`src/rtl/pc_target_unit.sv`:
```
// Fetch-stage program counter with a runtime-writable table of relative/absolute branch targets.
// Defining PC_LINK_EN adds Call/Ret inputs and a LinkReg output for single-level call/return.
module pc_target_unit #(
    parameter int D      = 12,
    parameter int ADDR_W = 3,
    parameter int DEPTH  = 2**ADDR_W
) (
    input  logic              Clk,
    input  logic              Reset,
    input  logic              Start,
    input  logic              Stall,
    input  logic              BranchEn,
    input  logic [ADDR_W-1:0] LutAddr,
    input  logic              WrEn,
    input  logic [ADDR_W-1:0] WrAddr,
    input  logic [D-1:0]      WrData,
    input  logic              WrAbs,
`ifdef PC_LINK_EN
    input  logic              Call,
    input  logic              Ret,
    output logic [D-1:0]      LinkReg,
`endif
    output logic [D-1:0]      Target,
    output logic [D-1:0]      ProgCtr,
    output logic              BranchTaken
);

    logic [D-1:0]     val_q [DEPTH];
    logic [DEPTH-1:0] abs_q;
    logic [D-1:0]     pc_q, pc_d;
    logic             taken_q, taken_d;
    logic             lut_hit, wr_hit;

    assign lut_hit = int'(LutAddr) < DEPTH;
    assign wr_hit  = int'(WrAddr) < DEPTH;

    // Out-of-range table index yields the current PC, so the branch holds.
    always_comb begin
        Target = pc_q;
        if (lut_hit) begin
            if (abs_q[LutAddr]) begin
                Target = val_q[LutAddr];
            end else begin
                Target = pc_q + val_q[LutAddr];
            end
        end
    end

    always_ff @(posedge Clk) begin
        if (Reset) begin
            for (int unsigned i = 0; i < DEPTH; i++) begin
                val_q[i] <= '0;
            end
            abs_q <= '0;
        end else if (WrEn && wr_hit) begin
            val_q[WrAddr] <= WrData;
            abs_q[WrAddr] <= WrAbs;
        end
    end

`ifdef PC_LINK_EN
    logic [D-1:0] link_q, link_d;
`endif

    always_comb begin
        pc_d    = pc_q + D'(1);
        taken_d = 1'b0;
`ifdef PC_LINK_EN
        link_d  = link_q;
`endif
        if (Start) begin
            pc_d = '0;
        end else if (Stall) begin
            pc_d = pc_q;
`ifdef PC_LINK_EN
        end else if (Ret) begin
            pc_d    = link_q;
            taken_d = 1'b1;
`endif
        end else if (BranchEn) begin
            pc_d    = Target;
            taken_d = 1'b1;
`ifdef PC_LINK_EN
            if (Call) begin
                link_d = pc_q + D'(1);
            end
`endif
        end
    end

    always_ff @(posedge Clk) begin
        if (Reset) begin
            pc_q    <= '0;
            taken_q <= 1'b0;
`ifdef PC_LINK_EN
            link_q  <= '0;
`endif
        end else begin
            pc_q    <= pc_d;
            taken_q <= taken_d;
`ifdef PC_LINK_EN
            link_q  <= link_d;
`endif
        end
    end

    assign ProgCtr     = pc_q;
    assign BranchTaken = taken_q;
`ifdef PC_LINK_EN
    assign LinkReg     = link_q;
`endif

endmodule

```
`config.mk`:
```
export PLATFORM = sky130hd
export DESIGN_NAME = pc_target_unit
export DESIGN_NICKNAME = d
export VERILOG_FILES = /design/src/rtl/pc_target_unit.sv
export SDC_FILE = /design/constraint.sdc
export NUM_CORES = 1
export LEC_CHECK = 0
export ABC_AREA = 0
export BUFFER_PORTS_ARGS = -buffer_cell sky130_fd_sc_hd__buf_4
export CAP_MARGIN = 40
export CORE_ASPECT_RATIO = 2
export CORE_UTILIZATION = 60
export CTS_BUF_LIST = sky130_fd_sc_hd__clkbuf_16
export DETAILED_ROUTE_END_ITERATION = 8
export HOLD_SLACK_MARGIN = 0.06
export MAX_ROUTING_LAYER = met4
export PLACE_DENSITY = 0.8
export SETUP_SLACK_MARGIN = 0.2
export SYNTH_ARGS = -nofsm -noshare
export SYNTH_HDL_FRONTEND = slang
export SYNTH_SLANG_ARGS = --single-unit
```
`constraint.sdc`:
```
create_clock -name Clk -period 8.3 [get_ports Clk]
set_clock_uncertainty 0.1 [all_clocks]
set_input_delay 1.66 -clock Clk [delete_from_list [all_inputs] [get_ports Clk]]
set_output_delay 1.66 -clock Clk [all_outputs]
set_load 0.005 [all_outputs]
```
==> results.json, run 1 <==
{
  "dieHeight_um": 145,
  "post_dp_cell_area_um2": 6610,
  "hold_viol": 0,
  "die-area_um2": 10600,
  "vias": 4315,
  "netlist_area_um2": 6110,
  "syn-num-nets": 539,
  "rsz0062_at_grt": "no",
  "die_x_um": 73.4,
  "wl_um": 15100,
  "fmax_mhz": 149,
  "grt_pass1_wl_um": 22600,
  "ys_types": 49,
  "cts_root_buffer": "clkbuf_16",
  "p_leak_uw": 0.00280,
  "hold_path.class": "flop to flop",
  "grt_pass1_vias": 4383,
  "critPathTopFamily": "compound AO/OA/AOI/OAI gates",
  "drt_first_pass_iters": 5,
  "antenna_cells": 0,
  "critPathCaptureType": "primary output",
  "post-route-period-util_pct": 80.9,
  "multiInputGateArea_um2": 2610,
  "tns_ns": 0,
  "core_area_um2": 9830,
  "max-cap-violations": 0,
  "first_iter_violations": 193,
  "async_flop_share_pct": 0,
  "highest-signal-layer": "met4",
  "wl_met3_um": 866,
  "n_fill_cell": 695,
  "regArea_um2": 3300,
  "slew_headroom_pct": 37.4,
  "worstSetupStartpointType": "primary input",
  "synthesis.instances": 501,
  "worstSetupPathType": "primary input to primary output",
  "rows": 51,
  "synth_edf_count": 96,
  "viasPerCell": 6.20,
  "design_area_um2": 7260,
  "htree_levels": 4,
  "place_hpwl_um": 10200,
  "cpMaxStageDelayCell": "mux4_2",
  "crit_path_cell_trace": "buf_4 -> mux4_2 -> mux2_2 -> ha_1 -> inv_1 -> fa_1 -> nor2b_1 -> o21ai_0 -> a21boi_0 -> o21a_1 -> o311ai_0 -> nand2_1 -> buf_4",
  "grt_usage_pct": 31.7,
  "cts_inserted_buffers": 17,
  "initial_utilization_pct": 62.2,
  "cp.arrival_ns": 4.95,
  "avgSynthCellArea_um2": 12.2,
  "ys_ff_latch": 117,
  "clockBufferDepth": 2,
  "gp_congestion": 0.890,
  "num_io_pins": 50,
  "cp.required_ns": 6.54,
  "synth-main-ff-cell": "edfxtp_1",
  "clock-sinks": 117,
  "slew_violations": 0,
  "io_buffers": 49,
  "crit_fanout": 22,
  "yosysSeqAreaShare_pct": 54.0,
  "clk_latency_ns": 0.42,
  "cts_setup_buffers": 0,
  "yosysWarnings": 0,
  "cts_resized": 0,
  "setup_viol": 0,
  "grt_overflow": 0,
  "nNetsFinal": 589,
  "worst_path_largest_cell_delay_ns": 0.57,
  "drt-met1-wl_um": 5160,
  "ant_nets": 0,
  "wl_met2_um": 8300,
  "antenna_found_initial": 0,
  "drc": 0,
  "final.min_clock_period_ns": 6.71,
  "layout_common_cells": "and2_1, edfxtp_1, buf_4",
  "cp_common_cell": "buf_4",
  "utilization_pct": 73.8,
  "status": "completed",
  "grt_max_degree": 27,
  "cp_num_buf_inv": 3,
  "peakVddDrop_uv": 196,
  "wl_per_cell_um": 21.7,
  "cts_tree": "done",
  "worst_slew_pin_slew_ns": 0.939,
  "hold_buffers": 0,
  "power_density_nw_per_um2": 232,
  "path_clk_slew_ns": 0.05,
  "drive_gt1_share_pct": 24.6,
  "syn_to_final_growth_pct": 18.7
}
-- final cells by class --
cell class / instances / share of cell area, %
Tap cell: 132 / 2.28
Inverter: 24 / 1.24
Timing Repair Buffer: 57 / 6.00
Clock buffer: 17 / 5.86
Sequential cell: 117 / 45.5
Clock inverter: 15 / 3.09
Multi-Input combinational cell: 334 / 36.0
-- per-layer routing --
layer  GRT usage, %  vias to the layer above
li1               -                     1933
met1           30.6                     2114
met2           54.7                      199
met3           6.51                       69
met4           22.7                        0
met5              -                        -
-- power breakdown --
group	switching, µW	leakage, µW	internal (µW)
combinational	103	0.00139	89.6
sequential	13.5	0.00110	671
clock	270	0.000316	534
-- registers in the layout (all words and copies together) (netlist names) --
signal / count
BranchTaken: 1
ProgCtr: 12
abs_q: 8
val_q: 96
-- worst paths after layout --
| path | from | to | slack, ns | cells after the start |
|---|---|---|---|---|
| worst max-delay path | LutAddr[0] | Target[6] | 1.59 | 13 |
| worst min-delay path | abs_q[1] | abs_q[1] | 0.38 | 2 |
| worst max register to register | val_q[5][0] | ProgCtr[10] | 4.75 | 12 |
| worst min register to register | abs_q[1] | abs_q[1] | 0.38 | 2 |
-- metrics by stage --
stage	setup slack [ns]	hold slack [ns]	total power, µW	std cells
detailed placement	1.64	0.362	885	664
floorplan	1.96	0.342	809	501
finish	1.59	0.376	1680	696
CTS	1.64	0.373	1680	696
global route	1.33	0.389	1720	696
global placement	1.77	0.353	874	656
-- cells by family (layout without fill, tap and decap cells) --
group                    Yosys count  after routing  share of synthesized area (%)
AO/OA/AOI/OAI                     76             76                           8.00
XOR/XNOR                           7              7                           1.00
adder cells (fa/ha/maj)           13             13                           2.78
buffers and inverters             50            113                           3.56
flip-flops                       117            117                           54.0
multiplexers                      45             45                           13.1
AND/OR/NAND/NOR                  193            193                           17.5
-- synthesized netlist by cell type (4+ instances only) --
library cell	count	area [µm²]
nor2b_1	5	31.3
nor2_1	22	82.6
o21a_1	5	37.5
mux2i_1	8	80.1
mux4_2	26	586
a31o_2	4	35.0
a21o_1	5	37.5
a21oi_1	19	95.1
clkbuf_1	17	63.8
ha_1	12	150
nor3_1	6	30.0
and2_1	96	601
o21ai_0	22	110
xnor2_1	5	43.8
and4_1	4	35.0
nand4_1	5	31.3
inv_1	23	86.3
mux2_2	10	113
nand2_1	32	120
nand3_1	8	40.0
dfxtp_1	21	420
edfxtp_1	96	2880
-- worst reg2reg max path, cell delays in order (launching register included) --
cell and delay [ns]:
edfxtp_1 0.40, mux4_2 0.46, mux2_2 0.29, ha_1 0.19, inv_1 0.07, fa_1 0.22
nor2b_1 0.06, o21ai_0 0.25, a21boi_0 0.33, o211a_1 0.32, o21a_1 0.18, or4_1 0.49
a21oi_1 0.12
Note: power is estimated with default switching activity, not from simulation.
==> inputs of run 2 (changes only) <==
Settings changed: ABC_AREA 0 to 1, CORE_UTILIZATION 60 to 54, PLACE_DENSITY 0.8 to 0.76.
Clock period 8.3 ns to 5.5 ns, I/O delays scaled along.
==> results.json, run 2 <==
{
  "grt_usage_pct": 31.1,
  "yosysTopAreaCellShare_pct": 46.5,
  "viasPerCell": 5.94,
  "ys_ff_latch": 117,
  "final.min_clock_period_ns": 5.14,
  "fmax_mhz": 194,
  "layout_common_cells": "nor2_1, nand2_1, edfxtp_1",
  "n_fill_cell": 911,
  "max-cap-violations": 0,
  "hold_buffers": 0,
  "die-area_um2": 11900,
  "slew_headroom_pct": 44.5,
  "synth-main-ff-cell": "edfxtp_1",
  "antenna_cells": 0,
  "critPathCaptureType": "primary output",
  "slew_violations": 0,
  "p_leak_uw": 0.00296,
  "clk_latency_ns": 0.42,
  "initial_utilization_pct": 55.3,
  "post-synth-top-count-cell": "nor2_1",
  "crit_fanout": 50,
  "syn_to_final_growth_pct": 15.0,
  "vias": 5290,
  "cts_root_buffer": "clkbuf_16",
  "grt_pass1_vias": 5293,
  "hold_viol": 0,
  "utilization_pct": 63.6,
  "clock-sinks": 117,
  "grt_overflow": 0,
  "cpMaxStageDelayCell": "buf_4",
  "avgSynthCellArea_um2": 8.90,
  "ant_nets": 0,
  "drt_first_pass_iters": 5,
  "worst_slew_pin_slew_ns": 0.830,
  "cp.required_ns": 4.30,
  "cp_common_cell": "nand2_1",
  "dieHeight_um": 154,
  "cts_tree": "done",
  "nNetsFinal": 773,
  "whs_path_depth": 2,
  "post-route-period-util_pct": 93.5,
  "hold_path.class": "flop to flop",
  "io_buffers": 49,
  "yosysWarnings": 0,
  "antenna_found_initial": 0,
  "gp_congestion": 0.929,
  "wl_met3_um": 987,
  "syn-num-nets": 735,
  "worstSetupPathType": "primary input to primary output",
  "rsz0062_at_grt": "no",
  "num_io_pins": 50,
  "worst_path_largest_cell_delay_ns": 0.38,
  "cts_inserted_buffers": 17,
  "setup_viol": 0,
  "wl_per_cell_um": 19.5,
  "tns_ns": 0,
  "status": "completed",
  "power_density_nw_per_um2": 344,
  "wl_um": 17400,
  "htree_levels": 4,
  "synth_top_area_cell": "edfxtp_1",
  "largest_reg_flops": 96,
  "crit_path_cell_trace": "buf_4 -> inv_8 -> o21ai_0 -> o22ai_1 -> nand2_1 -> nand2_1 -> ha_1 -> a21oi_1 -> nand2_1 -> a21oi_1 -> nor2_1 -> nor2_1 -> xor2_1 -> a21boi_1 -> buf_4",
  "drc": 0,
  "place_hpwl_um": 11900,
  "clockBufferDepth": 2,
  "synthesis.instances": 697,
  "yosysSeqAreaShare_pct": 53.2,
  "grt_max_degree": 51,
  "synth_commonest_cells": "nor2_1, nand2_1, edfxtp_1",
  "drt-met1-wl_um": 5580,
  "largest_register": "val_q",
  "core_area_um2": 11200,
  "drive_gt1_share_pct": 16.3,
  "first_iter_violations": 453,
  "cp.arrival_ns": 3.94,
  "netlist_area_um2": 6200,
  "worstSetupStartpointType": "primary input",
  "ys_types": 40,
  "synth_edf_count": 96,
  "path_clk_slew_ns": 0.05,
  "highest-signal-layer": "met4",
  "die_x_um": 77.8,
  "rows": 55,
  "synth_area_leaders": "edfxtp_1, nor2_1, dfxtp_1",
  "grt_pass1_wl_um": 26400,
  "wl_met2_um": 9500,
  "final_common_cell": "nor2_1",
  "async_flop_share_pct": 0,
  "ff2ff_path_depth": 14,
  "peakVddDrop_uv": 240
}
==> run 2: cell types whose count changed in the layout (fill, tap and decap cells not counted), moves of 26 or more <==
cell	delta
nor2_1	+147
o21ai_0	+35
and2_1	-94
inv_1	+33
mux4_2	-26
nand2_1	+71
==> run 2: area by class of cell <==
class	count	area, µm²	area share, %
Clock buffer	17	425	5.96
Tap cell	142	178	2.49
Clock inverter	15	163	2.28
Timing Repair Buffer	54	409	5.73
Sequential cell	117	3300	46.3
Inverter	58	230	3.23
Multi-Input combinational cell	487	2430	34.0
==> run 2: worst paths after layout <==
| path | start | to | slack, ns |
|---|---|---|---|
| worst min register to register | abs_q[1] | abs_q[1] | 0.38 |
| worst min-delay path | abs_q[1] | abs_q[1] | 0.38 |
| worst max-delay path | LutAddr[0] | Target[9] | 0.36 |
| worst max register to register | val_q[6][2] | ProgCtr[9] | 2.79 |
==> run 2: per-stage QoR <==
step                      setup slack, ns  power [µW]  cells  cell area [µm²]  hold slack [ns]
after floorplan                      1.22        1250    697             6200            0.348
final                               0.357        2460    890             7140            0.378
after global placement              0.523        1340    857             6540            0.364
after detailed placement            0.459        1350    858             6550            0.364
after CTS                           0.398        2450    890             7130            0.381
after global routing                0.206        2530    890             7140            0.408
==> run 2: cells by family (layout without fill, tap and decap cells) <==
| kind of cell | after synthesis | in the layout | share of synthesized area, % |
|---|---|---|---|
| simple gates | 330 | 330 | 22.1 |
| buf+inv | 93 | 144 | 7.60 |
| xor+xnor | 12 | 12 | 1.69 |
| fa+ha+maj | 13 | 13 | 2.74 |
| flops | 117 | 117 | 53.2 |
| compound gates | 132 | 132 | 12.6 |
==> run 2: routing by layer <==
| metal | track usage (%) | vias up |
|---|---|---|
| li1 | - | 2428 |
| met1 | 28.4 | 2506 |
| met2 | 55.0 | 268 |
| met3 | 6.23 | 88 |
| met4 | 23.8 | 0 |
| met5 | - | - |
==> run 2: report_power, final <==
group / internal (µW) / switching (µW)
Combinational: 111 / 201
Clock: 705 / 410
Sequential: 1010 / 20.8
==> run 2: worst max-delay path: cells and delay by family <==
family	cells	cell delay (ns)
XOR/XNOR	1	0.20
AND/OR/NAND/NOR	5	0.59
buffers and inverters	3	0.75
adder cells (fa/ha/maj)	1	0.37
AO/OA/AOI/OAI	5	0.90
==> run 2: timing repair <==
item	CTS	global route
gates resized for setup	0	2
setup buffers	0	0
endpoints found under the setup margin	0	1
endpoints found under the hold margin	0	0
